--- src/rtl/stream_arb_pkg.sv ---
// ----------------------------------------------------------------------------
// stream_arb_pkg
// Shared helpers for the round-robin stream arbiter.
//   IDX_W(ports)      : bits needed to hold a port index (at least 1).
//   CNT_W(burst)      : bits needed to count 0..burst beats.
//   next_idx(i,ports) : modulo increment with an explicit wrap from ports-1 to 0,
//                       so non-power-of-two port counts rotate correctly.
// ----------------------------------------------------------------------------
package stream_arb_pkg;

    function automatic int IDX_W(input int ports);
        return (ports > 1) ? $clog2(ports) : 1;
    endfunction

    function automatic int CNT_W(input int burst);
        return $clog2(burst + 1);
    endfunction

    function automatic int next_idx(input int idx, input int ports);
        return (idx >= ports - 1) ? 0 : idx + 1;
    endfunction

endpackage

--- src/rtl/rr_priority_picker.sv ---
// ----------------------------------------------------------------------------
// rr_priority_picker
// Combinational rotating-priority search: returns the first requester found
// when scanning i_start, i_start+1, ... modulo PORTS.
// Ports:
//   i_req       [PORTS] request vector
//   i_start     [IW]    index searched first
//   o_grant     [PORTS] one-hot grant (all-zero when nothing requests)
//   o_grant_idx [IW]    index of the granted requester (0 when none)
//   o_any       [1]     at least one requester was found
// ----------------------------------------------------------------------------
module rr_priority_picker
    import stream_arb_pkg::*;
#(
    parameter int PORTS = 4,
    parameter int IW    = IDX_W(PORTS)
) (
    input  logic [PORTS-1:0] i_req,
    input  logic [IW-1:0]    i_start,
    output logic [PORTS-1:0] o_grant,
    output logic [IW-1:0]    o_grant_idx,
    output logic             o_any
);

    always_comb begin
        logic [IW-1:0] w_k;
        o_grant     = '0;
        o_grant_idx = '0;
        o_any       = 1'b0;
        w_k         = i_start;
        // Unrolled scan; the first hit wins, later hits are ignored.
        for (int i = 0; i < PORTS; i++) begin
            if (!o_any && i_req[w_k]) begin
                o_any       = 1'b1;
                o_grant_idx = w_k;
            end
            w_k = IW'(next_idx(int'(w_k), PORTS));
        end
        if (o_any) begin
            o_grant[o_grant_idx] = 1'b1;
        end
    end

endmodule

--- src/rtl/stream_rr_arbiter.sv ---
// ----------------------------------------------------------------------------
// stream_rr_arbiter
// Shares one valid/ready consumer between PORTS producers. Winners are chosen
// round-robin; a winner may keep the grant for up to BURST consecutive beats
// while it stays valid. The winning beat is held in a single output register
// together with its source port index.
// Ports:
//   clock      rising-edge clock
//   reset_n    asynchronous active-low reset
//   in_value   [PORTS*BITS] packed beats, port g at [g*BITS +: BITS]
//   in_valid   [PORTS]      per-port valid
//   in_ready   [PORTS]      per-port accept (one-hot or zero)
//   out_value  [BITS]       registered beat
//   out_valid               registered valid
//   out_ready               downstream accept
//   out_port   [clog2]      source port of out_value
// ----------------------------------------------------------------------------
module stream_rr_arbiter
    import stream_arb_pkg::*;
#(
    parameter int BITS  = 8,
    parameter int PORTS = 4,
    parameter int BURST = 1
) (
    input  logic                     clock,
    input  logic                     reset_n,
    input  logic [PORTS*BITS-1:0]    in_value,
    input  logic [PORTS-1:0]         in_valid,
    output logic [PORTS-1:0]         in_ready,
    output logic [BITS-1:0]          out_value,
    output logic                     out_valid,
    input  logic                     out_ready,
    output logic [$clog2(PORTS)-1:0] out_port
);

    localparam int            IW      = IDX_W(PORTS);
    localparam int            CW      = CNT_W(BURST);
    localparam logic [CW-1:0] BURST_C = CW'(BURST);

    // Arbitration state
    logic [IW-1:0]    r_ptr;
    logic [IW-1:0]    r_owner;
    logic [CW-1:0]    r_cnt;

    // Output register stage
    logic [BITS-1:0]  r_data_p1;
    logic             r_vld_p1;
    logic [IW-1:0]    r_port_p1;

    logic             w_ld;
    logic             w_locked;
    logic [PORTS-1:0] w_pick_grant;
    logic [IW-1:0]    w_pick_idx;
    logic             w_pick_any;
    logic [PORTS-1:0] w_owner_onehot;
    logic [PORTS-1:0] w_grant_onehot;
    logic [IW-1:0]    w_gnt_idx;
    logic             w_any;
    logic [BITS-1:0]  w_lane [PORTS];
    logic [BITS-1:0]  w_beat;
    logic [CW-1:0]    w_cnt_base;
    logic [CW-1:0]    w_cnt_n;

    rr_priority_picker #(
        .PORTS (PORTS),
        .IW    (IW)
    ) u_picker (
        .i_req       (in_valid),
        .i_start     (r_ptr),
        .o_grant     (w_pick_grant),
        .o_grant_idx (w_pick_idx),
        .o_any       (w_pick_any)
    );

    // The output register can take a new beat when empty or draining this cycle.
    assign w_ld     = !r_vld_p1 || out_ready;
    // A burst only continues while its owner keeps presenting beats.
    assign w_locked = (r_cnt != '0) && in_valid[r_owner];

    always_comb begin
        w_owner_onehot          = '0;
        w_owner_onehot[r_owner] = 1'b1;
    end

    assign w_grant_onehot = w_locked ? w_owner_onehot : w_pick_grant;
    assign w_gnt_idx      = w_locked ? r_owner : w_pick_idx;
    assign w_any          = w_locked || w_pick_any;

    // in_ready is forced low during reset so no producer sees a phantom accept.
    assign in_ready = (reset_n && w_ld) ? w_grant_onehot : '0;

    always_comb begin
        for (int g = 0; g < PORTS; g++) begin
            w_lane[g] = in_value[g*BITS +: BITS];
        end
    end

    assign w_beat     = w_lane[w_gnt_idx];
    assign w_cnt_base = w_locked ? r_cnt : '0;
    assign w_cnt_n    = w_cnt_base + CW'(1);

    // ---- stage p0 -> p1: grant capture into the output register ----
    always_ff @(posedge clock or negedge reset_n) begin
        if (!reset_n) begin
            r_ptr     <= '0;
            r_owner   <= '0;
            r_cnt     <= '0;
            r_data_p1 <= '0;
            r_vld_p1  <= 1'b0;
            r_port_p1 <= '0;
        end else if (w_ld) begin
            r_vld_p1 <= w_any;
            if (w_any) begin
                r_data_p1 <= w_beat;
                r_port_p1 <= w_gnt_idx;
                r_ptr     <= IW'(next_idx(int'(w_gnt_idx), PORTS));
                // A full burst releases the lock; otherwise this port owns the next beat.
                if (w_cnt_n == BURST_C) begin
                    r_cnt <= '0;
                end else begin
                    r_cnt   <= w_cnt_n;
                    r_owner <= w_gnt_idx;
                end
            end
        end
    end

    assign out_value = r_data_p1;
    assign out_valid = r_vld_p1;
    assign out_port  = r_port_p1;

endmodule

--- config.mk ---
export PLATFORM = sky130hd
export DESIGN_NAME = stream_rr_arbiter
export DESIGN_NICKNAME = d
export VERILOG_FILES = /design/src/rtl/stream_arb_pkg.sv /design/src/rtl/rr_priority_picker.sv /design/src/rtl/stream_rr_arbiter.sv
export SDC_FILE = /design/constraint.sdc
export NUM_CORES = 1
export LEC_CHECK = 0
export CORE_MARGIN = 3
export CORE_UTILIZATION = 45
export DETAILED_ROUTE_END_ITERATION = 8
export GPL_ROUTABILITY_DRIVEN = 0
export PLACE_DENSITY = 0.91
export SYNTH_ARGS = -nofsm -noshare
export SYNTH_HDL_FRONTEND = slang
export SYNTH_SLANG_ARGS = --single-unit
--- constraint.sdc ---
create_clock -name clock -period 6.5 [get_ports clock]
set_input_delay 1.3 -clock clock [delete_from_list [all_inputs] [get_ports clock]]
set_output_delay 1.3 -clock clock [all_outputs]
set_load 0.02 [all_outputs]
; ---- After elaboration in Yosys (flattened, before gate mapping)
; Index checks and enable logic that the tools add are counted.
[word_totals]
ff_bits = 13
in_bits = 39
elab_cells = 58
[classes]
n_addsub = 4
magnitude_cmp = 11
muxes = 27
bitwise = 1
reduce_logical = 11
[ops]
columns = cell, n
row1 = $bmux 8 s2, 1
row2 = $mux 2, 8
row3 = $mux 8, 2
row4 = $lt 2x3->1 const B, 5
row5 = $mux 1, 9
row6 = $add 2x1->2 const B, 4
row7 = $bmux 1 s2, 4
row8 = $ge 2x2->1 const B, 4
row9 = $mux 4, 2
row10 = $logic_and 1x1->1, 5
row11 = $logic_not 1->1, 4
row12 = $ge 3x3->1 const B, 1
row13 = $not 2->3, 1
row14 = $demux 1 s2, 1
row15 = $ge 2x1->1 const B, 1
row16 = $reduce_and 2->1, 1
row17 = $logic_or 1x1->1, 1

; ---- Logic depth before layout (Yosys ltp)
; Gate-level depths: netlist (run 1).
[logic_depth]
depth_word = 18
mapped_depth = 11
mapped_depth_nobuf = 9

; ---- Hierarchy
; A second synthesis (run 1) with hierarchy kept.
[unflattened]
hier_cells = 91
area_unflattened_um2 = 1119.8
[modules_own_cells]
columns = module, instances, cells_per_inst, area_per_inst_um2
row1 = stream_rr_arbiter, 1, 45, 718.2
row2 = rr_priority_picker, 1, 46, 401.6

; ---- Least setup slack after synthesis (run 1)
; No wires, ideal clock.
[synth_timing]
path_kind = in2out
start = in in_valid[1]
end = out in_ready[2]
arrival_ns = 3.163
path_slack_ns = 2.037
stages = 6
n_path_buf = 2
cell_sequence = buf_6 -> mux4_2 -> o311a_4 -> o41ai_4 -> buf_6 -> nor3b_1
[synth_via]
elab_chain_cells = 18
elab_cells_between_ends = 29
cone_classes = order compare (2) / mux (20) / reduce/logical (7)
[synth_lines]
columns = item, line_no
row1 = start: declaration, stream_rr_arbiter.sv:28  ; input logic [PORTS-1:0] in_valid,
row2 = $bmux 1 s2, rr_priority_picker.sv:33  ; if (!o_any && i_req[w_k]) begin
row3 = $mux 1 (not written as such), rr_priority_picker.sv:33
row4 = $mux 1, rr_priority_picker.sv:33
row5 = $logic_not 1->1, rr_priority_picker.sv:33
row6 = $logic_and 1x1->1, rr_priority_picker.sv:33
row7 = $mux 1, rr_priority_picker.sv:33
row8 = $logic_not 1->1, rr_priority_picker.sv:33
row9 = $logic_and 1x1->1, rr_priority_picker.sv:33
row10 = [... 2 more ...], --
row11 = $logic_and 1x1->1, rr_priority_picker.sv:33
row12 = $mux 2, rr_priority_picker.sv:33
row13 = $lt 2x3->1 (not written as such) or $ge 2x1->1 (tied branches), rr_priority_picker.sv:40  ; o_grant[o_grant_idx] = 1'b1;
row14 = $logic_and 1x1->1 (not written as such), rr_priority_picker.sv:40
row15 = $mux 1 (not written as such), rr_priority_picker.sv:40
row16 = $demux 1 s2, --
row17 = $mux 4 *, rr_priority_picker.sv:39  ; if (o_any) begin
row18 = $mux 4 *, stream_rr_arbiter.sv:90  ; assign in_ready = (reset_n && w_ld) ? w_grant_onehot : '0;
row19 = end: declaration, stream_rr_arbiter.sv:29  ; output logic [PORTS-1:0] in_ready,
; Every way passes the cells marked *; elsewhere a longest branch is shown, timed or not. The select of a mux whose other input is x is not followed.

; ---- Worst setup path after layout (run 1)
[layout_timing]
start = in in_valid[2]
end = out in_ready[3]
; Same word-level chain as after synthesis.

==> results of run 1 <==
==> how the worst max path moves through the flow <==
stage / from / end / depth (start not counted)
after floorplan: in_valid[1] / in_ready[2] / 6
after global placement: in_valid[2] / in_ready[3] / 7
after detailed placement: in_valid[2] / in_ready[3] / 7
after CTS: in_valid[2] / in_ready[3] / 7
after global routing: in_valid[2] / in_ready[3] / 7
final: in_valid[2] / in_ready[3] / 7
==> layer usage <==
layer,up-vias,share of wire,GRT usage
met2,48,0.51,0.3438
met3,7,0.065,0.04386
met1,564,0.41,0.2918
met5,-,0,0
li1,548,-,-
met4,0,0.016,0.08414
==> cell usage in the layout, fill, tap and decap left out, types with 3 or more instances in the layout <==
cell / netlist / final
a21oi_1: 3 / 3
nand2_1: 7 / 7
inv_1: 4 / 4
nor2_1: 13 / 13
a221oi_2: 7 / 7
mux2i_1: 17 / 17
dfrtp_1: 13 / 13
clkdlybuf4s50_1: 0 / 53
nor2b_1: 4 / 4
clkbuf_4: 0 / 3
nor3b_1: 3 / 3
==> cell families (layout without fill, tap and decap cells) <==
kind of cell             Yosys count  count (layout)
AND/OR/NAND/NOR                   38              38
AO/OA/AOI/OAI                     28              28
multiplexers                      21              21
flip-flops                        13              13
XOR/XNOR                           2               2
adder cells (fa/ha/maj)            2               2
buffers and inverters             16              64
==> final cells by class <==
| cell class | instances | area (um^2) |
|---|---|---|
| clock buffer | 4 | 26.28 |
| fill | 202 | 813.3 |
| inverter | 5 | 18.77 |
| multi-input combinational | 91 | 800.8 |
| sequential | 13 | 325.3 |
| tap | 30 | 37.54 |
| timing repair buffer | 55 | 545.5 |
==> power by group through the flow <==
| stage | Combinational [uW] | Clock (uW) | Sequential [uW] |
|---|---|---|---|
| after floorplan | 605 | 0 | 188 |
| after global placement | 729 | 0 | 165 |
| after detailed placement | 756 | 0 | 165 |
| after CTS | 758 | 53.8 | 166 |
| after global routing | 817 | 55.2 | 174 |
| final | 757 | 54.2 | 167 |
==> registers in the layout (all words and copies together) (netlist names) <==
signal,count
out_port,2
out_valid,1
out_value,8
r_ptr,2
==> metrics by stage <==
stage / cell area [um^2] / instances / hold WS [ns] / utilization / power [uW]
3_5_place_dp: 1728 / 194 / 0.4843 / 0.6730 / 920.9
5_1_grt: 1754 / 198 / 0.5350 / 0.6832 / 1046
2_1_floorplan: 1252 / 120 / 0.5699 / - / 793.2
4_1_cts: 1754 / 198 / 0.5064 / 0.6832 / 977.2
6_report: 1754 / 198 / 0.4995 / 0.6832 / 977.6
3_3_place_gp: 1728 / 194 / 0.4952 / 0.6730 / 894.1
==> flow_metrics.tcl, run 1 <==
set metrics [dict create \
    synth_edf_count 0 \
    coreArea_um2 2567 \
    rrSetupSlack_ns 2.97 \
    io_buffers 53 \
    fin_crit_sh 0.8881 \
    p_switching_uw 475.0 \
    hold_end "out_port[1]$_DFFE_PN0P_" \
    avgSynthCellArea_um2 10.44 \
    synth_commonest_cells "17 x mux2i_1, 13 x dfrtp_1, 13 x nor2_1, 7 x a221oi_2, 7 x nand2_1" \
    dieHeight_um 58.76 \
    dpl.hpwl_um 2592 \
    synth-seq-cells 13 \
    crit_chain "clkdlybuf4s50_1, mux4_2, o41ai_4, ha_1, inv_1, nor2_1, clkdlybuf4s50_1" \
    holdCritStartpoint "out_port[1]$_DFFE_PN0P_" \
    clock.fmax_mhz 173.2 \
    slowest_stage "o41ai_4" \
    synth_compound_area_frac 0.2488 \
    synth_xor_area_frac 0.01399 \
    synth_top_family_by_area "compound AO/OA/AOI/OAI gates" \
    required_ns 5.20 \
    boundaryPins 54 \
    grt.total_usage 0.2176 \
    wl_per_cell_um 16.92 \
    drive_gt1_frac 0.1429 \
    slew_headroom 0.3829 \
    overflow 0 \
    critPathMaxFanout 13 \
    critical_path_arrival_ns 4.47 \
    pwr-share-comb 0.774 \
    fp.dieArea_um2 3452 \
    yosys_warnings 0 \
    path_common_cell "clkdlybuf4s50_1" \
    vias 1167 \
    crit_family "buffers and inverters" \
    pre_cts_ws_ns 0.7882 \
    synthToLayoutAreaGrowth_pct 40.06 \
    worst-setup-path-type "input pin to output pin" \
    cts-resized-gates 0 \
    min_period_ns 5.773 \
    viasPerCell 5.894 \
    num_rows 18 \
    ant_nets 0 \
    tightest_slew_ns 0.9225 \
    clk_pin_slew_worst_paths_ns 0.07 \
    netlist_area_um2 1252 \
    grt_pass1_vias 1191 \
    slew_viol_final 0 \
    cts_setup_buffers 0 \
    p_clk_frac 0.055 \
    drt_iter0_markers 40 \
    yosysSeqAreaShare 0.2597 \
    synth_cells 120 \
    ys.flop_type "dfrtp_1" \
    synthTopCellsByArea "dfrtp_1 26%, mux2i_1 14%, a221oi_2 8.4%" \
    grt_pass1_wl_um 5651 \
    yosysTopAreaCell "dfrtp_1" \
    routed_wl_um 3351 \
    pwr_density_cell_nw_per_um2 557.3 \
    cp-start-kind "input pin" \
    numCtsBuffers 3 \
    dieWidth_um 58.76 \
    clkSinkCount 13 \
    cap_viol_max_count 0 \
    yosysTopAreaCellShare 0.2597 \
    p_leak_uw 0.0006902 \
    intPower_uw 502.7 \
    reg2reg_depth 8 \
    layout.nets 210 \
    yosys.area_share.simple 0.1668 \
    status "complete, no violations" \
    postCtsHoldBufs 0 \
    synth.area.mux_share 0.1898 \
    clock_latency_ns 0.30 \
    holdCritPathClass "register to register" \
    synth.distinct_cells 43 \
    finalSetupTns_ns 0 \
    skew_ns 0.01403 \
    syn_nets 161 \
    drc_errors 0 \
    hold_depth 1 \
    finalWorstSetupSlack_ns 0.7275 \
    ys_async_sr_fraction 1.000 \
    max_stage_delay_ns 0.89 \
    worst-path-buf-inv 3 \
    grt_max_degree 18 \
    cts_tree "done" \
    diodes 0 \
    antenna_found_initial 0 \
    clock_path_buffers 2 \
    firstDrtPassIters 4 \
    setup_viol 0 \
    r2r-end "out_value[7]$_DFFE_PN0P_" \
    r2r-start "r_ptr[0]$_DFFE_PN0P_" \
    synth_adder_area_share 0.01998 \
    cts_root_buffer "clkbuf_4" \
    rsz0062_at_grt "no" \
    report.final.hold_viol_count 0 \
    crit_path_end_kind "output pin" \
    seqPwrFrac 0.170 \
    yosysMostFrequentCell "mux2i_1" \
    ir_drop_mv 0.3624 \
    h-tree-depth 1 \
    swShare 0.4858 \
    start_util 0.4878 \
]
Note: power is estimated with default switching activity, not from simulation.
==> run 2: changes to the inputs <==
--- a/config.mk
+++ b/config.mk
@@ -5,11 +5,14 @@
 export SDC_FILE = /design/constraint.sdc
 export NUM_CORES = 1
 export LEC_CHECK = 0
+export CELL_PAD_IN_SITES_DETAIL_PLACEMENT = 1
+export CELL_PAD_IN_SITES_GLOBAL_PLACEMENT = 1
 export CORE_MARGIN = 3
-export CORE_UTILIZATION = 45
+export CORE_UTILIZATION = 34
+export CTS_CLUSTER_SIZE = 10
 export DETAILED_ROUTE_END_ITERATION = 8
 export GPL_ROUTABILITY_DRIVEN = 0
-export PLACE_DENSITY = 0.91
+export PLACE_DENSITY = 0.92
 export SYNTH_ARGS = -nofsm -noshare
 export SYNTH_HDL_FRONTEND = slang
 export SYNTH_SLANG_ARGS = --single-unit
==> run 2 against run 1 <==
Compared with the run above: sequential share of layout area fell by 0.40 points; sequential power barely moved; total power grew 1.4%; core utilization fell by 16 points; combinational power decreased by 0.8%; first-iteration DRC count grew 65%; count of clock-buffer cells in the layout unchanged; non-clock buffer count did not move; final cell count increased by 8.1%; fmax is 4.4% higher; via count decreased by 3.2%; critical path type unchanged; highest routed layer is now met3.
==> flow_metrics.tcl, run 2 (synthesis gave the netlist of run 1 again) <==
set metrics [dict create \
    status "complete, no violations" \
    ir_drop_mv 0.2212 \
    worst-setup-path-type "input pin to output pin" \
    io_buffers 53 \
    p_switching_uw 471.2 \
    drt-met1-wl_um 1467 \
    overflow 0 \
    r2r-start "r_ptr[0]$_DFFE_PN0P_" \
    r2r-end "out_value[0]$_DFFE_PN0P_" \
    dpl.hpwl_um 2721 \
    rsz0062_at_grt "no" \
    finalSetupTns_ns 0 \
    layoutNonFillerInstCount 214 \
    wl_met2_um 1643 \
    drt_iter0_markers 66 \
    drive_gt1_frac 0.1429 \
    cts_setup_buffers 0 \
    tightest_slew_ns 0.6814 \
    coreArea_um2 3442 \
    grt_pass1_vias 1220 \
    seqPwrFrac 0.169 \
    fillCellCount 387 \
    required_ns 5.20 \
    skew_ns 0.001787 \
    postCtsHoldBufs 0 \
    min_period_ns 5.531 \
    multi_input_area_um2 800.8 \
    reg2reg_depth 9 \
    intPower_uw 519.8 \
    num_rows 21 \
    clock.fmax_mhz 180.8 \
    dieWidth_um 66.70 \
    p_clk_frac 0.073 \
    critical_path_arrival_ns 4.23 \
    layout_common_cells "53 x clkdlybuf4s50_1, 17 x mux2i_1, 13 x nor2_1, 13 x dfrtp_1" \
    setup_viol 0 \
    vias 1130 \
    placedCellCount 210 \
    numCtsBuffers 3 \
    cts-resized-gates 0 \
    diodes 0 \
    cap_viol_max_count 0 \
    placed_area_um2 1748 \
    viasPerCell 5.280 \
    h-tree-depth 1 \
    layout_commonest_cell "clkdlybuf4s50_1" \
    cp-start-kind "input pin" \
    synthToLayoutAreaGrowth_pct 43.16 \
    slew_headroom 0.5443 \
    grt_pass1_wl_um 5595 \
    holdCritPathClass "register to register" \
    antenna_found_initial 0 \
    crit_path_start "in_valid[2]" \
    slew_viol_final 0 \
    pwr-share-comb 0.758 \
    clkSinkCount 13 \
    final_core_util 0.5209 \
    clock_latency_ns 0.24 \
    critPathMaxFanout 20 \
    grt.total_usage 0.1613 \
    cts_tree "done" \
    dr_wl_met3_um 254 \
    dieHeight_um 66.70 \
    p_leak_uw 0.0006980 \
    crit_path_end_kind "output pin" \
    holdCritStartpoint "out_port[1]$_DFFE_PN0P_" \
    cts_root_buffer "clkbuf_8" \
    clk_pin_slew_worst_paths_ns 0.06 \
    start_util 0.3639 \
    largest_reg_flops 8 \
    layout.nets 210 \
    fin_crit_sh 0.8509 \
    ff_latch_area_um2 325.3 \
    hold_depth 1 \
    swShare 0.4755 \
    pwr_density_cell_nw_per_um2 552.7 \
    fp.dieArea_um2 4448 \
    ant_nets 0 \
    clock_path_buffers 2 \
    report.final.hold_viol_count 0 \
    rrSetupSlack_ns 3.33 \
    top_layer "met3" \
    boundaryPins 54 \
    hold_end "out_port[1]$_DFFE_PN0P_" \
    firstDrtPassIters 4 \
    wl_per_cell_um 15.72 \
    fin_area_um2 1793 \
    routed_wl_um 3365 \
    grt_max_degree 21 \
    drc_errors 0 \
]
run 2: changes by cell type in the layout (fill, tap and decap cells not counted):
cell      previous run  this run
clkbuf_4             3         0
clkbuf_8             0         3
run 2: critical path, cell delays in order:
cell and delay, ns:
clkdlybuf4s50_1 0.58, mux4_2 0.63, o311a_4 0.41, o41ai_4 0.06
buf_4 0.35, nor3b_1 0.23, clkdlybuf4s50_1 0.65
run 2: power groups by stage:
stage          clock (uW)  combinational (uW)  sequential [uW]
3_3_place_gp            0                 731              166
3_5_place_dp            0                 759              167
2_1_floorplan           0                 605              188
6_report             71.9                 751              168
5_1_grt              78.1                 815              176
4_1_cts              75.1                 760              167
run 2: stage by stage:
| step | power [uW] | hold slack [ns] | setup WS, ns |
|---|---|---|---|
| global route | 1069 | 0.5281 | 0.8143 |
| finish | 991.0 | 0.5077 | 0.9693 |
| CTS | 1003 | 0.5117 | 0.9531 |
| floorplan | 793.2 | 0.5699 | 2.037 |
| global placement | 897.2 | 0.4829 | 1.055 |
| detailed placement | 926.1 | 0.4877 | 0.9735 |
run 2: area by class of cell:
cell class,instances,share of cell area
Sequential cell,13,0.1814
Clock buffer,4,0.02512
Tap cell,46,0.03210
Inverter,5,0.01047
Multi-Input combinational cell,91,0.4466
Timing Repair Buffer,55,0.3043
run 2: worst max path at each step:
stage / cells past startpoint / to / slack, ns
4_1_cts: 7 / in_ready[2] / 0.95
3_5_place_dp: 7 / in_ready[2] / 0.97
6_report: 7 / in_ready[2] / 0.97
2_1_floorplan: 6 / in_ready[2] / 2.04
5_1_grt: 10 / in_ready[3] / 0.81
3_3_place_gp: 7 / in_ready[2] / 1.05
run 2: metal layers:
layer  vias to the layer above  track usage
li1                        542            -
met1                       546       0.2039
met2                        42       0.2859
met3                         0      0.04384
met4                         0     0.007614
met5                         -            0
